**config.mk**
```make
export PLATFORM = sky130hd
export DESIGN_NAME = sevenseg_scan_reader
export DESIGN_NICKNAME = d
export VERILOG_FILES = /design/src/rtl/sevenseg_scan_reader.sv
export SDC_FILE = /design/constraint.sdc
export NUM_CORES = 1
export LEC_CHECK = 0
export ABC_CLOCK_PERIOD_IN_PS = 3100
export BUFFER_PORTS_ARGS = -buffer_cell sky130_fd_sc_hd__buf_2
export CAP_MARGIN = 20
export CORE_MARGIN = 10
export CORE_UTILIZATION = 56
export CTS_CLUSTER_SIZE = 30
export DETAILED_ROUTE_END_ITERATION = 7
export PLACE_DENSITY = 0.82
export SYNTH_ARGS = -nofsm -noshare
export SYNTH_HDL_FRONTEND = slang
export SYNTH_SLANG_ARGS = --single-unit
```
**constraint.sdc**
```tcl
create_clock -name clk -period 3.1 [get_ports clk]
set_input_delay 0.62 -clock clk [delete_from_list [all_inputs] [get_ports clk]]
set_output_delay 0.62 -clock clk [all_outputs]
set_load 0.01 [all_outputs]
```
**src/rtl/sevenseg_scan_reader.sv**
```systemverilog
// Recovers hex digits from a multiplexed active-low seven-segment bus.
// Each position is debounced, decoded and collected into a packed frame.
module sevenseg_scan_reader #(
    parameter int NUM_DIGITS    = 4,
    parameter int STABLE_CYCLES = 4
) (
    input  logic                    clk,
    input  logic                    rst_n,
    input  logic [6:0]              seg_in,
    input  logic [NUM_DIGITS-1:0]   dig_sel_n,
    output logic [4*NUM_DIGITS-1:0] value_out,
    output logic [NUM_DIGITS-1:0]   blank_out,
    output logic [NUM_DIGITS-1:0]   err_out,
    output logic                    frame_valid,
    output logic                    frame_err
);

    typedef enum logic [1:0] {
        ST_WAIT   = 2'd0,
        ST_COMMIT = 2'd1,
        ST_HELD   = 2'd2
    } state_t;

    localparam logic [7:0]            STABLE_C = 8'(STABLE_CYCLES);
    localparam logic [NUM_DIGITS-1:0] ZERO_C   = {NUM_DIGITS{1'b0}};
    localparam logic [NUM_DIGITS-1:0] ONE_C    = NUM_DIGITS'(1);
    localparam logic [NUM_DIGITS-1:0] ALL_C    = {NUM_DIGITS{1'b1}};

    // Returns {err, blank, nibble} for one active-low segment pattern.
    function automatic logic [5:0] decode_seg(input logic [6:0] seg);
        case (seg)
            7'b1000000: decode_seg = {2'b00, 4'h0};
            7'b1111001: decode_seg = {2'b00, 4'h1};
            7'b0100100: decode_seg = {2'b00, 4'h2};
            7'b0110000: decode_seg = {2'b00, 4'h3};
            7'b0011001: decode_seg = {2'b00, 4'h4};
            7'b0010010: decode_seg = {2'b00, 4'h5};
            7'b0000010: decode_seg = {2'b00, 4'h6};
            7'b1111000: decode_seg = {2'b00, 4'h7};
            7'b0000000: decode_seg = {2'b00, 4'h8};
            7'b0010000: decode_seg = {2'b00, 4'h9};
            7'b0001000: decode_seg = {2'b00, 4'hA};
            7'b0000011: decode_seg = {2'b00, 4'hB};
            7'b1000110: decode_seg = {2'b00, 4'hC};
            7'b0100001: decode_seg = {2'b00, 4'hD};
            7'b0000110: decode_seg = {2'b00, 4'hE};
            7'b0001110: decode_seg = {2'b00, 4'hF};
            7'b1111111: decode_seg = {2'b01, 4'h0};
            default:    decode_seg = {2'b10, 4'h0};
        endcase
    endfunction

    function automatic logic is_onehot(input logic [NUM_DIGITS-1:0] v);
        is_onehot = (v != ZERO_C) && ((v & (v - ONE_C)) == ZERO_C);
    endfunction

    logic [6:0]              seg_r;
    logic [NUM_DIGITS-1:0]   sel_n_r;
    logic [7:0]              cnt_r, cnt_s;
    state_t                  state_r, state_s;
    logic [NUM_DIGITS-1:0]   sel_hot_s;
    logic                    sel_ok_s, prev_ok_s, same_s, commit_s, frame_done_s;
    logic [5:0]              dec_s;
    logic [4*NUM_DIGITS-1:0] sh_val_r, sh_val_s;
    logic [NUM_DIGITS-1:0]   sh_blank_r, sh_blank_s, sh_err_r, sh_err_s;
    logic [NUM_DIGITS-1:0]   seen_r, seen_s;

    assign sel_hot_s = ~dig_sel_n;
    assign sel_ok_s  = is_onehot(sel_hot_s);
    assign prev_ok_s = is_onehot(~sel_n_r);
    assign same_s    = (seg_in == seg_r) && (dig_sel_n == sel_n_r);
    assign commit_s  = (state_s == ST_COMMIT);
    assign dec_s     = decode_seg(seg_in);

    // Stability counter and debounce state; the incoming sample counts this edge.
    always_comb begin
        cnt_s   = cnt_r;
        state_s = state_r;
        if (!sel_ok_s) begin
            cnt_s   = 8'd0;
            state_s = ST_WAIT;
        end else if (!prev_ok_s || !same_s) begin
            cnt_s   = 8'd1;
            state_s = ST_WAIT;
        end else begin
            if (cnt_r < STABLE_C) begin
                cnt_s = cnt_r + 8'd1;
            end else begin
                cnt_s = cnt_r;
            end
            case (state_r)
                ST_WAIT:   state_s = (cnt_s == STABLE_C) ? ST_COMMIT : ST_WAIT;
                ST_COMMIT: state_s = ST_HELD;
                ST_HELD:   state_s = ST_HELD;
                default:   state_s = ST_WAIT;
            endcase
        end
    end

    // Shadow slot update and frame completion detect on a commit edge.
    always_comb begin
        sh_val_s   = sh_val_r;
        sh_blank_s = sh_blank_r;
        sh_err_s   = sh_err_r;
        seen_s     = seen_r;
        if (commit_s) begin
            for (int i = 0; i < NUM_DIGITS; i++) begin
                if (sel_hot_s[i]) begin
                    sh_val_s[4*i +: 4] = dec_s[3:0];
                    sh_blank_s[i]      = dec_s[4];
                    sh_err_s[i]        = dec_s[5];
                end else begin
                    sh_val_s[4*i +: 4] = sh_val_r[4*i +: 4];
                end
            end
            seen_s = seen_r | sel_hot_s;
        end else begin
            seen_s = seen_r;
        end
        frame_done_s = commit_s && (seen_s == ALL_C);
    end

    // Sample, debounce, shadow and output registers.
    always_ff @(posedge clk) begin
        if (!rst_n) begin
            seg_r       <= 7'd0;
            sel_n_r     <= ZERO_C;
            cnt_r       <= 8'd0;
            state_r     <= ST_WAIT;
            sh_val_r    <= {(4*NUM_DIGITS){1'b0}};
            sh_blank_r  <= ZERO_C;
            sh_err_r    <= ZERO_C;
            seen_r      <= ZERO_C;
            value_out   <= {(4*NUM_DIGITS){1'b0}};
            blank_out   <= ZERO_C;
            err_out     <= ZERO_C;
            frame_valid <= 1'b0;
            frame_err   <= 1'b0;
        end else begin
            seg_r      <= seg_in;
            sel_n_r    <= dig_sel_n;
            cnt_r      <= cnt_s;
            state_r    <= state_s;
            sh_val_r   <= sh_val_s;
            sh_blank_r <= sh_blank_s;
            sh_err_r   <= sh_err_s;
            if (frame_done_s) begin
                seen_r      <= ZERO_C;
                value_out   <= sh_val_s;
                blank_out   <= sh_blank_s;
                err_out     <= sh_err_s;
                frame_valid <= 1'b1;
                frame_err   <= |sh_err_s;
            end else begin
                seen_r      <= seen_s;
                frame_valid <= 1'b0;
            end
        end
    end

endmodule

```
After elaboration in Yosys (flattened, before gate mapping)
Cells that the tools add are included.

Bits in registers: 75. Input bits: 13. Word-level logic and storage cells: 92.

Add/subtract/negate cells: 3. $lt $le $gt $ge: 1. Equal/unequal tests: 23. Muxes and demuxes: 26. Bitwise operators: 7. Reductions and logical operators: 18.

Operator list (number): 6-bit case mux with 17 select lines (1); 7-bit == test (second input constant) (5); 4-bit 2-to-1 mux (7); 8-bit 2-to-1 mux (3); 7-bit by 5-bit == test with 1-bit output (second input constant) (3); 7-bit by 6-bit == test with 1-bit output (second input constant) (3); 16-bit 2-to-1 mux (1); 7-bit by 2-bit == test with 1-bit output (second input constant) (2); 7-bit by 4-bit == test with 1-bit output (second input constant) (2); 1-bit 2-to-1 mux (11); 8-bit by 1-bit adder with 8-bit output (second input constant) (1); 4-bit bitwise AND (2); 8-bit by 3-bit == test with 1-bit output (second input constant) (1); 4-bit logical NOT (2); 8-bit by 3-bit < comparator with 1-bit output (second input constant) (1); 4-bit NOT (2); 4-bit nonzero test (2); 4-bit by 1-bit subtractor with 4-bit output (second input constant) (2); 7-bit by 3-bit == test with 1-bit output (second input constant) (1); 7-bit == test (1); 7-bit logical NOT (1); 2-bit by 1-bit == test with 1-bit output (second input constant) (2); 4-bit == test (1); 4-bit == test (second input constant) (1); 13 further kinds (20).

Logic depth before layout (Yosys ltp)
Depth after elaboration: 19. Mapped depth: 10. Gate-level depth less buffers: 8.

Worst setup path after synthesis
No wires, ideal clock.

Path type: input to register. From: input port dig_sel_n[0]. To: register frame_err. Data arrival time: 2638 ps. Required time: 2975 ps. Setup slack: 337 ps. Stages: 9. Path buffers: 3. Cell sequence: clkbuf_1 xnor2_1 nand3_1 or4_1 clkbuf_1 or3_1 buf_4 a2111oi_4 a21oi_1.

Cells in the longest elaborated chain, start to end: 10. Elaborated cells on any way between the ends: 20. Those cells by class: add/sub: 1; eq/ne: 3; mux: 5; bitwise: 3; reduce/logical: 8.

Ends and longest elaborated chain: start: declaration (RTL line 10) `input logic [NUM_DIGITS-1:0] dig_sel_n,`; 4-bit NOT or 4-bit == test (tied branches) (RTL line 68, 71); 4-bit by 1-bit subtractor with 4-bit output or 1-bit logical AND (tied branches) (RTL line 54, 71); 4-bit bitwise AND or 1-bit logical NOT (tied branches) (RTL line 54, 82); 4-bit logical NOT or 1-bit logical OR (tied branches) (RTL line 54, 82); 1-bit logical AND or 2-bit 2-to-1 mux (tied branches) (RTL line 54, 82); 2-bit 2-to-1 mux (RTL line 79) `if (!sel_ok_s) begin`; 2-bit by 1-bit == test with 1-bit output (RTL line 72) `assign commit_s = (state_s == ST_COMMIT);`; 4-bit 2-to-1 mux (RTL line 106) `if (commit_s) begin`; 4-bit == test (RTL line 120) `frame_done_s = commit_s && (seen_s == ALL_C);`; 1-bit logical AND (RTL line 120); end signal: assignment (RTL line 153) `frame_err <= |sh_err_s;`; end: declaration (RTL line 15) `output logic frame_err`.

Parallel ways exist; a longest one is shown, timed or not. A chain may end at the register's enable or synchronous reset.

Worst setup path after layout
From: register cnt_r[7]. To: register value_out[13].

Cells in the longest elaborated chain, start to end: 13. Elaborated cells on any way between the ends: 15. Those cells by class: add/sub: 1; order compare: 1; eq/ne: 3; mux: 9; reduce/logical: 1.

Ends and longest elaborated chain: start: declaration (RTL line 59) `logic [7:0] cnt_r, cnt_s;`; start signal: assignment (RTL line 142) `cnt_r <= cnt_s;`; 8-bit by 1-bit adder with 8-bit output or 8-bit by 3-bit < comparator with 1-bit output (tied branches) (RTL line 87, 86); 8-bit 2-to-1 mux (*) (RTL line 86) `if (cnt_r < STABLE_C) begin`; 8-bit 2-to-1 mux (*) (RTL line 82) `end else if (!prev_ok_s || !same_s) begin`; 8-bit 2-to-1 mux (*) (RTL line 79); 8-bit by 3-bit == test with 1-bit output (*) (RTL line 92) `ST_WAIT: state_s = (cnt_s == STABLE_C) ? ST_COMMIT : ST_WAIT;`; 1-bit 2-to-1 mux (*) (RTL line 92); 2-bit case mux with 2 select lines (*) (RTL line 91) `case (state_r)`; 2-bit 2-to-1 mux (*) (RTL line 82); 2-bit 2-to-1 mux (*) (RTL line 79); 2-bit by 1-bit == test with 1-bit output (*) (RTL line 72); 4-bit 2-to-1 mux (RTL line 106); 4-bit == test (RTL line 120); 1-bit logical AND (RTL line 120); end signal: assignment (RTL line 134) `value_out <= {(4*NUM_DIGITS){1'b0}};`; end signal: assignment (RTL line 149) `value_out <= sh_val_s;`; end: declaration (RTL line 11) `output logic [4*NUM_DIGITS-1:0] value_out,`.

Mark *: on every way between the ends. The rest lies on a longest branch, timed or not. The select of a mux whose other input is x is not followed.

==> summary.md <==
| Metric | Value |
|---|---|
| Status | `complete, no violations` |
| Synth warnings | `0` |
| Skew final | `around 0.0096 ns` |
| Final Cell Area | `0.00396 sq mm` |
| Die W | `99.2 microns` |
| Post-CTS Setup Bufs | `0` |
| Cell Rows | `28` |
| Crit start category | `register` |
| Worst Reg2Reg Path Length in Cells | `7` |
| Main synth FF type | `dfxtp_1` |
| Pin count of the biggest net entering global routing | `35` |
| Largest stage delay, worst path | `0.56 ns` |
| Skew-Pair Late Insertion Delay | `0.36 ns` |
| Hold Fails Final Rpt | `0` |
| Logic gate share of total power | `0.068` |
| Placed cell area | `0.00377 sq mm` |
| CTS tree | `done` |
| Period utilization | `0.873` |
| Pwr Density | `467 mW/mm^2` |
| Worst path bufs/invs | `1` |
| Diode count | `0` |
| CP required | `around 3.4 ns` |
| Overflow after GRT | `0` |
| Worst EP arrival | `about 3 ns` |
| Worst-margin pin slew | `0.869 ns` |
| Number of synthesized register bits | `75` |
| LEAKAGE | `around 1.5 nW` |
| Initial antenna violation count | `0` |
| DRC | `0` |
| Layout Nets | `452` |
| Total power | `1.85 mW` |
| Sequential Power Share | `0.528` |
| Peak supply drop | `321 uV` |
| Mapped Area | `about 0.0035 sq mm` |
| Worst min-delay path class | `register to register` |
| Post-synth top cells | `dfxtp_1, a21oi_1, nand2_1` |
| Post-layout util | `0.662` |
| First-pass DRT Iterations | `4` |
| Via-to-Cell Ratio | `slightly above 6` |
| Root Driver | `clkbuf_8` |
| Post-Syn Instances | `407` |
| Antenna-violating nets left | `0` |
| Core region area | `between 0.005 and 0.006 sq mm` |
| Count of pins over their slew limit | `0` |
| Die H | `99.2 microns` |
| Initial core utilization | `0.586` |
| CTS clock-pin slew for the worst setup and hold paths | `0.08 ns` |
| CP Capture Type | `register` |
| Vias | `3169` |
| Vias in the first global route | `3047` |
| Hold path cells | `2` |
| CP top delay family | `simple AND/OR/NAND/NOR gates` |
| CTS sink cnt | `75` |
| Syn Area/Cell | `8.63 sq um` |
| Most frequent cell after synthesis | `dfxtp_1` |
| Kind of critical path | `register to register` |
| Overall routed net length | `8.60 mm` |
| Die area | `0.00984 sq mm` |
| Worst path cell trace | `or4_4 -> nor4b_4 -> nand4_2 -> or3_1 -> buf_4 -> a21o_1 -> a21oi_1` |
| Worst slack, placed | `0.188 ns` |
| Final setup TNS | `0 ns` |
| # IOs | `39` |
| GRT Overall Usage | `0.173` |
| Switching Fraction | `0.239` |
| Number of port buffers | `38` |
| DRT iter0 DRCs | `247` |
| Post-synth top area share | `0.428` |
| CP Depth | `7` |
| Hpwl dp | `5.77 mm` |
| P&R area growth vs syn | `12.9%` |
| Post-synth cell types | `53` |
| MaxCap Viol Count | `0` |
| RSZ-0062 raised after global routing | `false` |
| Max_slew headroom | `0.418` |
| Worst-path fanout max | `34` |
| Register area share after synthesis | `0.428` |
| Clock Path Buffers | `2` |
| Post-CTS Resized | `0` |
| First-pass GRT wire length | `~14 mm` |
| FMAX | `369 MHz` |
| Internal Power | `1.41 mW` |
| Number of synthesized flops with an enable pin | `0` |
| Ys async rst share | `0` |
| Htree depth | `3` |
| Gpl congestion | `~0.83` |
| Clk pwr share | `0.404` |
| Cell taking the most area after synthesis | `dfxtp_1` |
| P_sw | `443 uW` |
| Layout cells sized above 1 | `0.172` |
| Tmin final | `2.71 ns` |
| Post-CTS Hold Fix Bufs | `0` |
| # setup viols final | `0` |
| Routed length per placed instance | `between 15 and 20 microns` |
| Setup ws final | `just under 0.4 ns` |
| Total CTS buffers | `9` |
| Dominant cells by area after synthesis | `dfxtp_1, a21oi_1, o21ai_0` |
| Critical path's slowest cell | `or4_4` |
| Syn Nets | `422` |
worst paths after layout:
check	from	end	slack, ns
max reg2reg	cnt_r[7]	value_out[13]	0.39
min reg2reg	blank_out[2]	blank_out[2]	0.45
max	cnt_r[7]	value_out[13]	0.39
min	blank_out[2]	blank_out[2]	0.45
tightest hold or removal path, stage by stage (launching register included):
cell and delay, ns:
dfxtp_1 0.31, nand2_1 0.05, a21oi_1 0.05
area by class of cell:
type / count / area (sq um)
tap: 75 / 93.8
inverter: 5 / 18.8
sequential: 75 / 1500
timing repair buffer: 53 / 300
multi-input combinational: 293 / 1860
clock inverter: 4 / 51.3
clock buffer: 11 / 141
fill: 499 / 2030
sequential cells by signal, summed over array words and instances, names as in the netlist:
name / count
cnt_r: 8
sel_n_r: 4
frame_valid: 1
state_r: 2
err_out: 4
blank_out: 4
sh_val_r: 16
value_out: 16
frame_err: 1
sh_err_r: 4
sh_blank_r: 4
seen_r: 4
seg_r: 7
cells in the final DEF (no fill, tap or decap), drive strengths merged, types with 13 or more instances in the layout:
cell type / n
nor3: 19
nand2: 32
o21a: 13
buf: 52
nand3: 16
a21boi: 13
a21oi: 48
dfxtp: 75
o21ai: 27
cells by family (layout without fill, tap and decap cells):
kind of cell             after synthesis  count (layout)  synth area share
multiplexers                           1               1           0.00285
AND/OR/NAND/NOR                      146             146             0.247
buffers and inverters                 39              73            0.0453
XOR/XNOR                              13              13            0.0324
AO/OA/AOI/OAI                        131             131             0.238
adder cells (fa/ha/maj)                2               2           0.00713
flip-flops                            75              75             0.428
per-layer routing:
metal	share of wire	vias to the layer above	routed length, microns	track usage
met4	0.024	0	204	0.0915
met3	0.056	20	483	0.0360
met2	0.48	108	4150	0.287
met5	0	-	0	0
met1	0.44	1504	3760	0.205
li1	-	1537	-	-
through the flow:
stage          hold WS [ns]  std cells
2_1_floorplan         0.453        407
3_3_place_gp          0.437        500
5_1_grt               0.480        516
6_report              0.449        516
4_1_cts               0.450        515
3_5_place_dp          0.440        500
power by group through the flow:
| stage | registers [mW] | logic, mW | clock network, mW |
|---|---|---|---|
| global route | 0.979 | 0.137 | 0.789 |
| detailed placement | 1.00 | 0.122 | 0 |
| floorplan | 0.998 | 0.0855 | 0 |
| CTS | 0.977 | 0.123 | 0.760 |
| global placement | 0.999 | 0.119 | 0 |
| finish | 0.978 | 0.125 | 0.748 |
Power figures use the tool's default switching activity.
